**config.mk**
```make
export PLATFORM = sky130hd
export DESIGN_NAME = microsequencer_flat
export DESIGN_NICKNAME = d
export VERILOG_FILES = /design/src/rtl/microsequencer_if.sv /design/src/rtl/microsequencer.sv /design/src/flat_wrapper.sv
export SDC_FILE = /design/constraint.sdc
export NUM_CORES = 1
export LEC_CHECK = 0
export CELL_PAD_IN_SITES_DETAIL_PLACEMENT = 1
export CELL_PAD_IN_SITES_GLOBAL_PLACEMENT = 2
export CORE_ASPECT_RATIO = 0.5
export CORE_MARGIN = 4
export CORE_UTILIZATION = 30
export DETAILED_ROUTE_END_ITERATION = 10
export PLACE_DENSITY = 0.69
export SKIP_CTS_REPAIR_TIMING = 1
export SLEW_MARGIN = 20
export SYNTH_ARGS = -nofsm -noshare
export SYNTH_HDL_FRONTEND = slang
export SYNTH_SLANG_ARGS = --single-unit
```
**constraint.sdc**
```tcl
create_clock -name clk -period 4.34 [get_ports clk]
set_clock_uncertainty 0.05 [all_clocks]
set_input_delay 0.434 -clock clk [delete_from_list [all_inputs] [get_ports clk]]
set_output_delay 0.434 -clock clk [all_outputs]
set_load 0.005 [all_outputs]
```
**src/rtl/microsequencer_if.sv**
```systemverilog
// Bundle of the microinstruction fields, condition inputs and the sequencer's
// outputs shared between the control unit (master) and the sequencer (slave).
interface microsequencer_if #(
    parameter int ADDR_W      = 7,
    parameter int STACK_DEPTH = 4
);
    localparam int SP_W = $clog2(STACK_DEPTH) + 1;

    // Fields of the current microinstruction, read from the ROM at `state`.
    logic              hold;
    logic [2:0]        ns_sel;
    logic [1:0]        cond_sel;
    logic              inv;
    logic [ADDR_W-1:0] cr_addr;
    logic [ADDR_W-1:0] enc_addr;

    // Condition sources.
    // Memory handshake: while the sequencer sits in WAIT_MOC it drives
    // mem_wait high until moc is seen high; the cycle moc is high the
    // wait completes and the index advances (the transfer is that cycle).
    logic              moc;
    logic              cond_pass;
    logic              flag_in;

    // Sequencer outputs; sp exposes the return-stack depth for observation.
    logic [ADDR_W-1:0] state;
    logic              mem_wait;
    logic              seq_err;
    logic [1:0]        err_code;
    logic [SP_W-1:0]   sp;

    modport master (
        output hold, ns_sel, cond_sel, inv, cr_addr, enc_addr,
        output moc, cond_pass, flag_in,
        input  state, mem_wait, seq_err, err_code, sp
    );

    modport slave (
        input  hold, ns_sel, cond_sel, inv, cr_addr, enc_addr,
        input  moc, cond_pass, flag_in,
        output state, mem_wait, seq_err, err_code, sp
    );
endinterface

```
**src/rtl/microsequencer.sv**
```systemverilog
// Microprogram sequencer: holds the microstore index and computes the next
// one from the current microinstruction (increment, branch, dispatch,
// subroutine call/return, and MOC wait with optional timeout).
module microsequencer #(
    parameter int ADDR_W      = 7,
    parameter int STACK_DEPTH = 4,
    parameter int MOC_TIMEOUT = 0
) (
    input  logic             clk,
    input  logic             reset,
    microsequencer_if.slave  bus
);
    localparam int SP_W     = $clog2(STACK_DEPTH) + 1;
    localparam int IDX_W    = SP_W - 1;
    localparam int CNT_W    = (MOC_TIMEOUT > 1) ? $clog2(MOC_TIMEOUT) : 1;
    localparam int TO_LAST  = (MOC_TIMEOUT > 0) ? MOC_TIMEOUT - 1 : 0;
    localparam bit TO_EN    = (MOC_TIMEOUT > 0);

    typedef enum logic [2:0] {
        NS_DISPATCH = 3'b000,
        NS_FETCH    = 3'b001,
        NS_INC      = 3'b010,
        NS_BRANCH   = 3'b011,
        NS_WAIT_MOC = 3'b100,
        NS_JUMP     = 3'b101,
        NS_CALL     = 3'b110,
        NS_RET      = 3'b111
    } ns_e;

    localparam logic [1:0] ERR_OVF = 2'b01;
    localparam logic [1:0] ERR_UNF = 2'b10;
    localparam logic [1:0] ERR_TO  = 2'b11;

    logic [ADDR_W-1:0] state_q;
    logic [SP_W-1:0]   sp_q;
    logic              seq_err_q;
    logic [1:0]        err_code_q;
    logic [CNT_W-1:0]  cnt_q;
    logic [ADDR_W-1:0] stack [STACK_DEPTH];

    logic              c;
    logic [ADDR_W-1:0] inc;
    logic [ADDR_W-1:0] nxt;
    logic [CNT_W-1:0]  cnt_nxt;
    logic              push;
    logic              pop;
    logic              err_now;
    logic [1:0]        err_cause;

    assign inc = state_q + ADDR_W'(1);

    // Select and optionally invert the branch/wait condition.
    always_comb begin
        c = 1'b1;
        case (bus.cond_sel)
            2'b00:   c = bus.moc;
            2'b01:   c = bus.cond_pass;
            2'b10:   c = bus.flag_in;
            default: c = 1'b1;
        endcase
        c = c ^ bus.inv;
    end

    // Next-index decode, stack requests, timeout counting and error detection.
    always_comb begin
        nxt       = inc;
        cnt_nxt   = '0;
        push      = 1'b0;
        pop       = 1'b0;
        err_now   = 1'b0;
        err_cause = 2'b00;
        case (ns_e'(bus.ns_sel))
            NS_DISPATCH: nxt = bus.enc_addr;
            NS_FETCH:    nxt = '0;
            NS_INC:      nxt = inc;
            NS_BRANCH:   nxt = c ? bus.cr_addr : inc;
            NS_WAIT_MOC: begin
                if (c) begin
                    nxt = inc;
                end else if (TO_EN && cnt_q == CNT_W'(TO_LAST)) begin
                    nxt       = '0;
                    err_now   = 1'b1;
                    err_cause = ERR_TO;
                end else begin
                    nxt     = state_q;
                    cnt_nxt = cnt_q + CNT_W'(1);
                end
            end
            NS_JUMP:     nxt = bus.cr_addr;
            NS_CALL: begin
                nxt = bus.cr_addr;
                if (sp_q == SP_W'(STACK_DEPTH)) begin
                    err_now   = 1'b1;
                    err_cause = ERR_OVF;
                end else begin
                    push = 1'b1;
                end
            end
            NS_RET: begin
                if (sp_q == '0) begin
                    nxt       = '0;
                    err_now   = 1'b1;
                    err_cause = ERR_UNF;
                end else begin
                    pop = 1'b1;
                    nxt = stack[IDX_W'(sp_q - SP_W'(1))];
                end
            end
            default:     nxt = inc;
        endcase
    end

    // Index, stack pointer, timeout counter and sticky first-error capture.
    always_ff @(posedge clk) begin
        if (reset) begin
            state_q    <= '0;
            sp_q       <= '0;
            seq_err_q  <= 1'b0;
            err_code_q <= 2'b00;
            cnt_q      <= '0;
        end else if (!bus.hold) begin
            state_q <= nxt;
            cnt_q   <= cnt_nxt;
            if (push) begin
                sp_q <= sp_q + SP_W'(1);
            end else if (pop) begin
                sp_q <= sp_q - SP_W'(1);
            end
            if (err_now && !seq_err_q) begin
                seq_err_q  <= 1'b1;
                err_code_q <= err_cause;
            end
        end
    end

    // Return-address storage; contents are not reset.
    always_ff @(posedge clk) begin
        if (!reset && !bus.hold && push) begin
            stack[IDX_W'(sp_q)] <= inc;
        end
    end

    assign bus.state    = state_q;
    assign bus.sp       = sp_q;
    assign bus.seq_err  = seq_err_q;
    assign bus.err_code = err_code_q;
    assign bus.mem_wait = (bus.ns_sel == NS_WAIT_MOC) && !bus.moc;
endmodule

```
**src/flat_wrapper.sv**
```systemverilog
// flat-port wrapper written by rule: the top's interface ports become plain ports
module microsequencer_flat 
#(
    parameter int ADDR_W      = 7,
    parameter int STACK_DEPTH = 4,
    parameter int MOC_TIMEOUT = 0
)
  (clk, reset, bus_hold, bus_ns_sel, bus_cond_sel, bus_inv, bus_cr_addr, bus_enc_addr, bus_moc, bus_cond_pass, bus_flag_in, bus_state, bus_mem_wait, bus_seq_err, bus_err_code, bus_sp);
  microsequencer_if #(.ADDR_W(ADDR_W), .STACK_DEPTH(STACK_DEPTH)) bus_i ();
  input  logic clk;
  input  logic reset;
  input wire logic [$bits(bus_i.hold)-1:0] bus_hold;
  input wire logic [$bits(bus_i.ns_sel)-1:0] bus_ns_sel;
  input wire logic [$bits(bus_i.cond_sel)-1:0] bus_cond_sel;
  input wire logic [$bits(bus_i.inv)-1:0] bus_inv;
  input wire logic [$bits(bus_i.cr_addr)-1:0] bus_cr_addr;
  input wire logic [$bits(bus_i.enc_addr)-1:0] bus_enc_addr;
  input wire logic [$bits(bus_i.moc)-1:0] bus_moc;
  input wire logic [$bits(bus_i.cond_pass)-1:0] bus_cond_pass;
  input wire logic [$bits(bus_i.flag_in)-1:0] bus_flag_in;
  output wire logic [$bits(bus_i.state)-1:0] bus_state;
  output wire logic [$bits(bus_i.mem_wait)-1:0] bus_mem_wait;
  output wire logic [$bits(bus_i.seq_err)-1:0] bus_seq_err;
  output wire logic [$bits(bus_i.err_code)-1:0] bus_err_code;
  output wire logic [$bits(bus_i.sp)-1:0] bus_sp;
  assign bus_i.hold = bus_hold;
  assign bus_i.ns_sel = bus_ns_sel;
  assign bus_i.cond_sel = bus_cond_sel;
  assign bus_i.inv = bus_inv;
  assign bus_i.cr_addr = bus_cr_addr;
  assign bus_i.enc_addr = bus_enc_addr;
  assign bus_i.moc = bus_moc;
  assign bus_i.cond_pass = bus_cond_pass;
  assign bus_i.flag_in = bus_flag_in;
  assign bus_state = bus_i.state;
  assign bus_mem_wait = bus_i.mem_wait;
  assign bus_seq_err = bus_i.seq_err;
  assign bus_err_code = bus_i.err_code;
  assign bus_sp = bus_i.sp;
  microsequencer #(.ADDR_W(ADDR_W), .STACK_DEPTH(STACK_DEPTH), .MOC_TIMEOUT(MOC_TIMEOUT)) u_core (.clk(clk), .reset(reset), .bus(bus_i));
endmodule
```
==> results of run 1 <==
==> Yosys cell counts <==
cell        n
edfxtp_1   28
nor2_1     22
inv_1      14
dfxtp_1    13
a21oi_1    10
nand2_1     9
mux4_2      7
clkbuf_1    6
ha_1        6
a211oi_1    5
and3_1      5
nor2b_1     5
xnor2_1     5
xor2_1      5
a2bb2oi_1   4
nand3_1     4
a2111oi_2   3
a221oi_1    3
o21ai_0     3
o22ai_1     3
o2bb2ai_1   3
o311ai_0    3
buf_2       2
mux2i_1     2
nand2b_1    2
o22a_1      2
a211o_1     1
a21o_1      1
a31oi_1     1
a31oi_2     1
mux2_1      1
nor3_1      1
nor4_1      1
o2111ai_1   1
o31ai_4     1
or2_2       1
==> report_power, final <==
part           leakage (nW)  total, W  switching (W)  internal [W]
clock network        0.0704  0.000374       0.000158      0.000216
registers             0.359  0.000442      0.0000138      0.000428
logic                 0.524  0.000142      0.0000705     0.0000713
total                 0.953  0.000957       0.000242      0.000715
==> state kept, by name (all words and copies together), names as in the netlist <==
signal,cells
u_core.bus.err_code,2
u_core.bus.seq_err,1
u_core.bus.sp,3
u_core.bus.state,7
u_core.stack,28
==> cell families (layout without fill, tap and decap cells) <==
family / count (synthesis) / in the layout / synth area share
AO/OA/AOI/OAI: 45 / 45 / 0.1704
XOR/XNOR: 10 / 10 / 0.04113
adder cells (fa/ha/maj): 6 / 6 / 0.03525
buffers and inverters: 22 / 61 / 0.03995
flip-flops: 41 / 41 / 0.5170
multiplexers: 10 / 10 / 0.08872
AND/OR/NAND/NOR: 50 / 50 / 0.1075
==> final cells by class <==
class                      instances  area [um^2]  share of cell area
clock inverter                     3        25.02            0.009091
clock buffer                       5        125.1             0.04545
timing repair buffer              39        390.4              0.1418
inverter                          14        52.55             0.01909
tap                               92        115.1             0.04182
multi-input combinational        121        943.4              0.3427
sequential                        41         1101              0.4000
==> path summary, 6_finish.rpt <==
check,startpoint,endpoint,depth (start not counted)
worst min-delay path,u_core.bus.err_code[0]$_SDFFE_PP0P_,u_core.bus.err_code[0]$_SDFFE_PP0P_,2
worst min register to register,u_core.bus.err_code[0]$_SDFFE_PP0P_,u_core.bus.err_code[0]$_SDFFE_PP0P_,2
worst max register to register,u_core.bus.sp[0]$_SDFFE_PP0P_,u_core.bus.state[6]$_SDFFE_PP0P_,6
worst max-delay path,bus_ns_sel[0],bus_mem_wait,5
==> tightest hold or removal path: cells and delay by family, from the launching register on <==
family / cells / cell delay (ns)
simple gates: 1 / 0.06
compound gates: 1 / 0.05
flops: 1 / 0.33
==> stage by stage <==
step | worst slack (ns) | util
floorplan | 2.021 | -
global route | 1.390 | 0.4061
finish | 1.597 | 0.4061
CTS | 1.592 | 0.4061
global placement | 1.496 | 0.3839
detailed placement | 1.474 | 0.3839
==> routing by layer <==
metal  share of wire  vias up  global-route usage
met3           0.053       10             0.03712
met1            0.51      769              0.2207
met4           0.012        0             0.04545
met2            0.42       40              0.2263
li1                -      765                   -
met5               0        -                   0
==> results by group, run 1 <==
Status
  – Status: complete, no violations

Power and ir drop
  – Pwr per Cell Area: 347.7 mW/mm^2
  – Maximum vdd drop: between 0.0001 and 0.00015 V
  – Total power: 0.0009572 W
  – P_leak: 0.9528 nW

Drt
  – Post-Route WL: 6110 um
  – Vias post-DR: 1584
  – DR WL/cell: 19.40 um
  – Post-DR vias/cell: 5.029
  – Post-route ant nets: 0
  – Drt initial violations: 85
  – Residual DRC: 0
  – Drt pass-1 iters: 4

Global route
  – Largest net degree at the start of global routing: 18
  – Number of antenna violations at the first check in global routing: 0
  – First-pass GRT wire length: 9708 um
  – Number of global-route vias before repair: 1733
  – Total GRT Usage: 0.1526
  – Total gr overflow: 0

Floorplan
  – Die area: about 0.0086 mm^2
  – Initial Utilization: 0.3141
  – I/O Pins: 40
  – Die X: approximately 130 um
  – Row count: 21
  – Die Ht: 67.58 um
  – Core Area: 0.006779 mm^2

Timing
  – Endpoints failing setup: 0
  – Hold Fails Final Rpt: 0
  – Max Fclk: 0.3646 GHz
  – Fin crit period: 2.743 ns
  – Final period utilization: 0.6320
  – Count of pins over their slew limit: 0
  – Rel. slew slack: 0.5503
  – RSZ-0062 raised after global routing: false
  – Fin Hold WS: roughly 0.43 ns
  – Slew @ Worst Pin: approximately 0.67 ns
  – Setup TNS: 0 ns

Critical path
  – CP Class: in2out
  – Critical path required time: 3.86 ns
  – Crit path launch type: input pin
  – CP max stage delay: 0.71 ns
  – Slowest CP cell: clkdlybuf4s50_1
  – Crit path buf inv count: 2
  – Crit-path cells: clkdlybuf4s50_1 > nor2_1 > nand2_1 > nor2_1 > clkdlybuf4s50_1
  – R2r setup slk: roughly 1.6 ns
  – Crit. End Element: output pin
  – CP arrival: 2.26 ns
  – Crit Path Max Fanout: 17
  – Crit-path leading delay family: buffers and inverters

Worst hold path
  – Hold Crit Class: reg2reg

Clock tree
  – Clock sinks: roughly 40
  – Clock root cell: clkbuf_16
  – H-tree depth: 2
  – CTS tree: yes
  – Max Root-Sink Buffers: 2
  – Worst-path clk slew: 0.06 ns
  – Cts bufs inserted: 5
  – Clock latency on the worst-skew pair: 0.28 ns

Placement
  – Placed inst area: 0.002603 mm^2
  – Port Buffers: 39
  – DP Wirelength: 4699 um
  – Inst Count DP: 307
  – RD Place Congestion: 0.8204

Final layout
  – Fin cells: between 300 and 400
  – Nets: roughly 250
  – Share of cells above drive strength 1: 0.09417
  – P&R area growth vs syn: 29.26%
  – Commonest non-fill, non-tap cells in the layout: 39 x clkdlybuf4s50_1, 28 x edfxtp_1, 22 x nor2_1, 14 x inv_1, 13 x dfxtp_1
  – Commonest non-fill, non-tap cell in the layout: clkdlybuf4s50_1
  – Fillers: 740
  – Diodes inserted: 0
  – Final instance area: 0.002753 mm^2

Synth
  – Synthesized cell area: 0.002130 mm^2
  – Sequential area share after synthesis: 0.5170
  – Leading area contributor after synthesis: edfxtp_1
  – Synth top area cells: edfxtp_1 39%, dfxtp_1 12%, mux4_2 7.4%
  – Register bit total from synthesis: 41
  – Ys Warns: 0
  – Post-Syn Nets: roughly 220
  – Yosys cell types: 36
  – Synth top area share: 0.3948
  – Synth Area per Inst: 11.57 um^2
  – Gate Count Post-Synth: 184

Run
  – Max cap viols: 0
(Power assumes the default switching activity.)
==> run 2: changes to the inputs <==
PLACE_DENSITY = 0.71   (was 0.69)
clock period = 2.3 ns   (was 4.34 ns; I/O delays follow)
==> run 2 against run 1 <==
  * Die area stayed put
  * Routed wire length is 3.7% lower
  * Clock power is 82% higher
  * Power is 89% higher
  * Non-clock buffer count up 17
  * First-iteration DRC count grew 13%
  * Critical path type is now reg2reg
  * Sequential share of layout area is 1.7 points lower
  * Utilization up 1.8 points
  * Via count up 4.5%
  * Final cell count up 5.4%
  * Design area increased by 4.4%
==> results by group, run 2 (synthesis results as in run 1) <==
Final layout
  – Max reg flops: 28
  – Commonest non-fill, non-tap cell in the layout: clkdlybuf4s50_1
  – Fillers: 766
  – Nets: 271
  – P&R area growth vs syn: 34.96%
  – Commonest non-fill, non-tap cells in the layout: 39 x clkdlybuf4s50_1, 28 x edfxtp_1, 22 x nor2_1, 17 x buf_4, 14 x inv_1
  – Post-layout util: 0.4240
  – Diodes inserted: 0
  – Share of cells above drive strength 1: 0.1542
  – Reg with most FFs: u_core.stack

Clock tree
  – Max Root-Sink Buffers: 2
  – Clock root cell: clkbuf_16
  – Clock sinks: 41
  – H-tree depth: 2
  – CTS tree: yes
  – Worst-path clk slew: around 0.060 ns
  – Cts bufs inserted: 5
  – Clock latency on the worst-skew pair: roughly 0.28 ns

Power and ir drop
  – Combinational Power Share: 0.166
  – Net Sw Power: 0.0004455 W
  – Clock power share: 0.376
  – Int Pwr: 0.001363 W
  – P_leak: 1.035 nW
  – Seq pwr share: 0.458
  – Maximum vdd drop: between 0.0002 and 0.0003 V
  – Pwr per Cell Area: 629.3 mW/mm^2
  – Sw Share: 0.2464

Floorplan
  – I/O Pins: 40
  – Die area: 0.008592 mm^2
  – Die X: 127.2 um
  – Die Ht: ~68 um
  – Row count: 21
  – Core Area: 0.006779 mm^2
  – Initial Utilization: 0.3141

Drt
  – Drt initial violations: between 90 and 100
  – Post-route ant nets: 0
  – Residual DRC: 0
  – Post-Route WL: about 6000 um
  – Vias post-DR: about 1.7k
  – Post-DR vias/cell: 4.985
  – DR WL/cell: 17.72 um
  – Drt pass-1 iters: 4

Global route
  – Total gr overflow: 0
  – Number of antenna violations at the first check in global routing: 0
  – Number of global-route vias before repair: approximately 1.7k
  – Total GRT Usage: 0.1445
  – Largest net degree at the start of global routing: 15
  – First-pass GRT wire length: 9384 um

Critical path
  – CP max stage delay: roughly 0.48 ns
  – Crit. End Element: flop
  – Crit-path cells: inv_1 > ha_2 > mux4_2 > inv_1 > o22ai_1 > a221oi_1 > o2bb2ai_1
  – Crit path launch type: flop
  – Crit path top cell by count: inv_1
  – CP arrival: ~2.2 ns
  – CP Class: reg2reg
  – Critical path required time: approximately 2.4 ns
  – R2r setup slk: approximately 0.18 ns
  – Crit Path Max Fanout: 8
  – Slowest CP cell: ha_2

Timing
  – Max Fclk: 0.4725 GHz
  – Final setup margin: 0.1835 ns
  – Fin crit period: about 2.1 ns
  – Slew @ Worst Pin: 0.4905 ns
  – Endpoints failing setup: 0
  – Rel. slew slack: 0.6720
  – Final period utilization: 0.9202
  – Setup TNS: 0 ns
  – Hold Fails Final Rpt: 0
  – Count of pins over their slew limit: 0
  – RSZ-0062 raised after global routing: false

Worst hold path
  – Hold Crit Class: reg2reg

Placement
  – Port Buffers: 39
  – Pre-CTS WS: roughly 0.0057 ns
  – DP Wirelength: 4459 um
  – RD Place Congestion: 0.7849

Status
  – Status: complete, no violations

Run
  – Max cap viols: 0
-- run 2: power groups by stage --
stage	Combinational [W]	Sequential [W]	Clock (W)
after floorplan	0.000152	0.000839	0
after global placement	0.000291	0.000843	0
after detailed placement	0.000297	0.000844	0
after CTS	0.000301	0.000828	0.000697
after global routing	0.000330	0.000830	0.000730
final	0.000300	0.000829	0.000680
-- run 2: layout make-up --
| class | count | area [um^2] | share of cell area |
|---|---|---|---|
| clock buffer | 5 | 125.1 | 0.04353 |
| clock inverter | 3 | 16.27 | 0.005660 |
| inverter | 14 | 52.55 | 0.01828 |
| multi-input combinational | 121 | 945.9 | 0.3291 |
| sequential | 41 | 1101 | 0.3831 |
| tap | 92 | 115.1 | 0.04005 |
| timing repair buffer | 56 | 518.0 | 0.1802 |
-- run 2: through the flow --
step                instances  power [W]  cell area (um^2)  hold WS (ns)
floorplan                 184  0.0009902              2131        0.2598
global placement          324   0.001135              2730        0.4124
detailed placement        324   0.001141              2730        0.4232
CTS                       332   0.001826              2872        0.4328
global route              332   0.001889              2874        0.4463
finish                    332   0.001808              2874        0.4265
-- run 2: final timing paths --
path	depth (start not counted)	endpoint	startpoint
hold / removal	2	u_core.bus.err_code[0]$_SDFFE_PP0P_	u_core.bus.err_code[0]$_SDFFE_PP0P_
setup reg to reg	7	u_core.bus.state[0]$_SDFFE_PP0P_	u_core.bus.sp[1]$_SDFFE_PP0P_
setup / recovery	7	u_core.bus.state[0]$_SDFFE_PP0P_	u_core.bus.sp[1]$_SDFFE_PP0P_
hold reg to reg	2	u_core.bus.err_code[0]$_SDFFE_PP0P_	u_core.bus.err_code[0]$_SDFFE_PP0P_
-- run 2: metal layers --
metal  GRT usage  share of wire  vias to the layer above
met4     0.02406         0.0046                        0
met1      0.2153           0.52                      821
li1            -              -                      799
met3     0.03318          0.049                        2
met2      0.2164           0.43                       33
met5           0              0                        -
-- run 2: critical path: cells and delay by family (launching register included) --
family | cells | cell delay (ns)
AO/OA/AOI/OAI | 3 | 0.50
adder cells (fa/ha/maj) | 1 | 0.48
buffers and inverters | 2 | 0.24
flip-flops | 1 | 0.38
multiplexers | 1 | 0.33
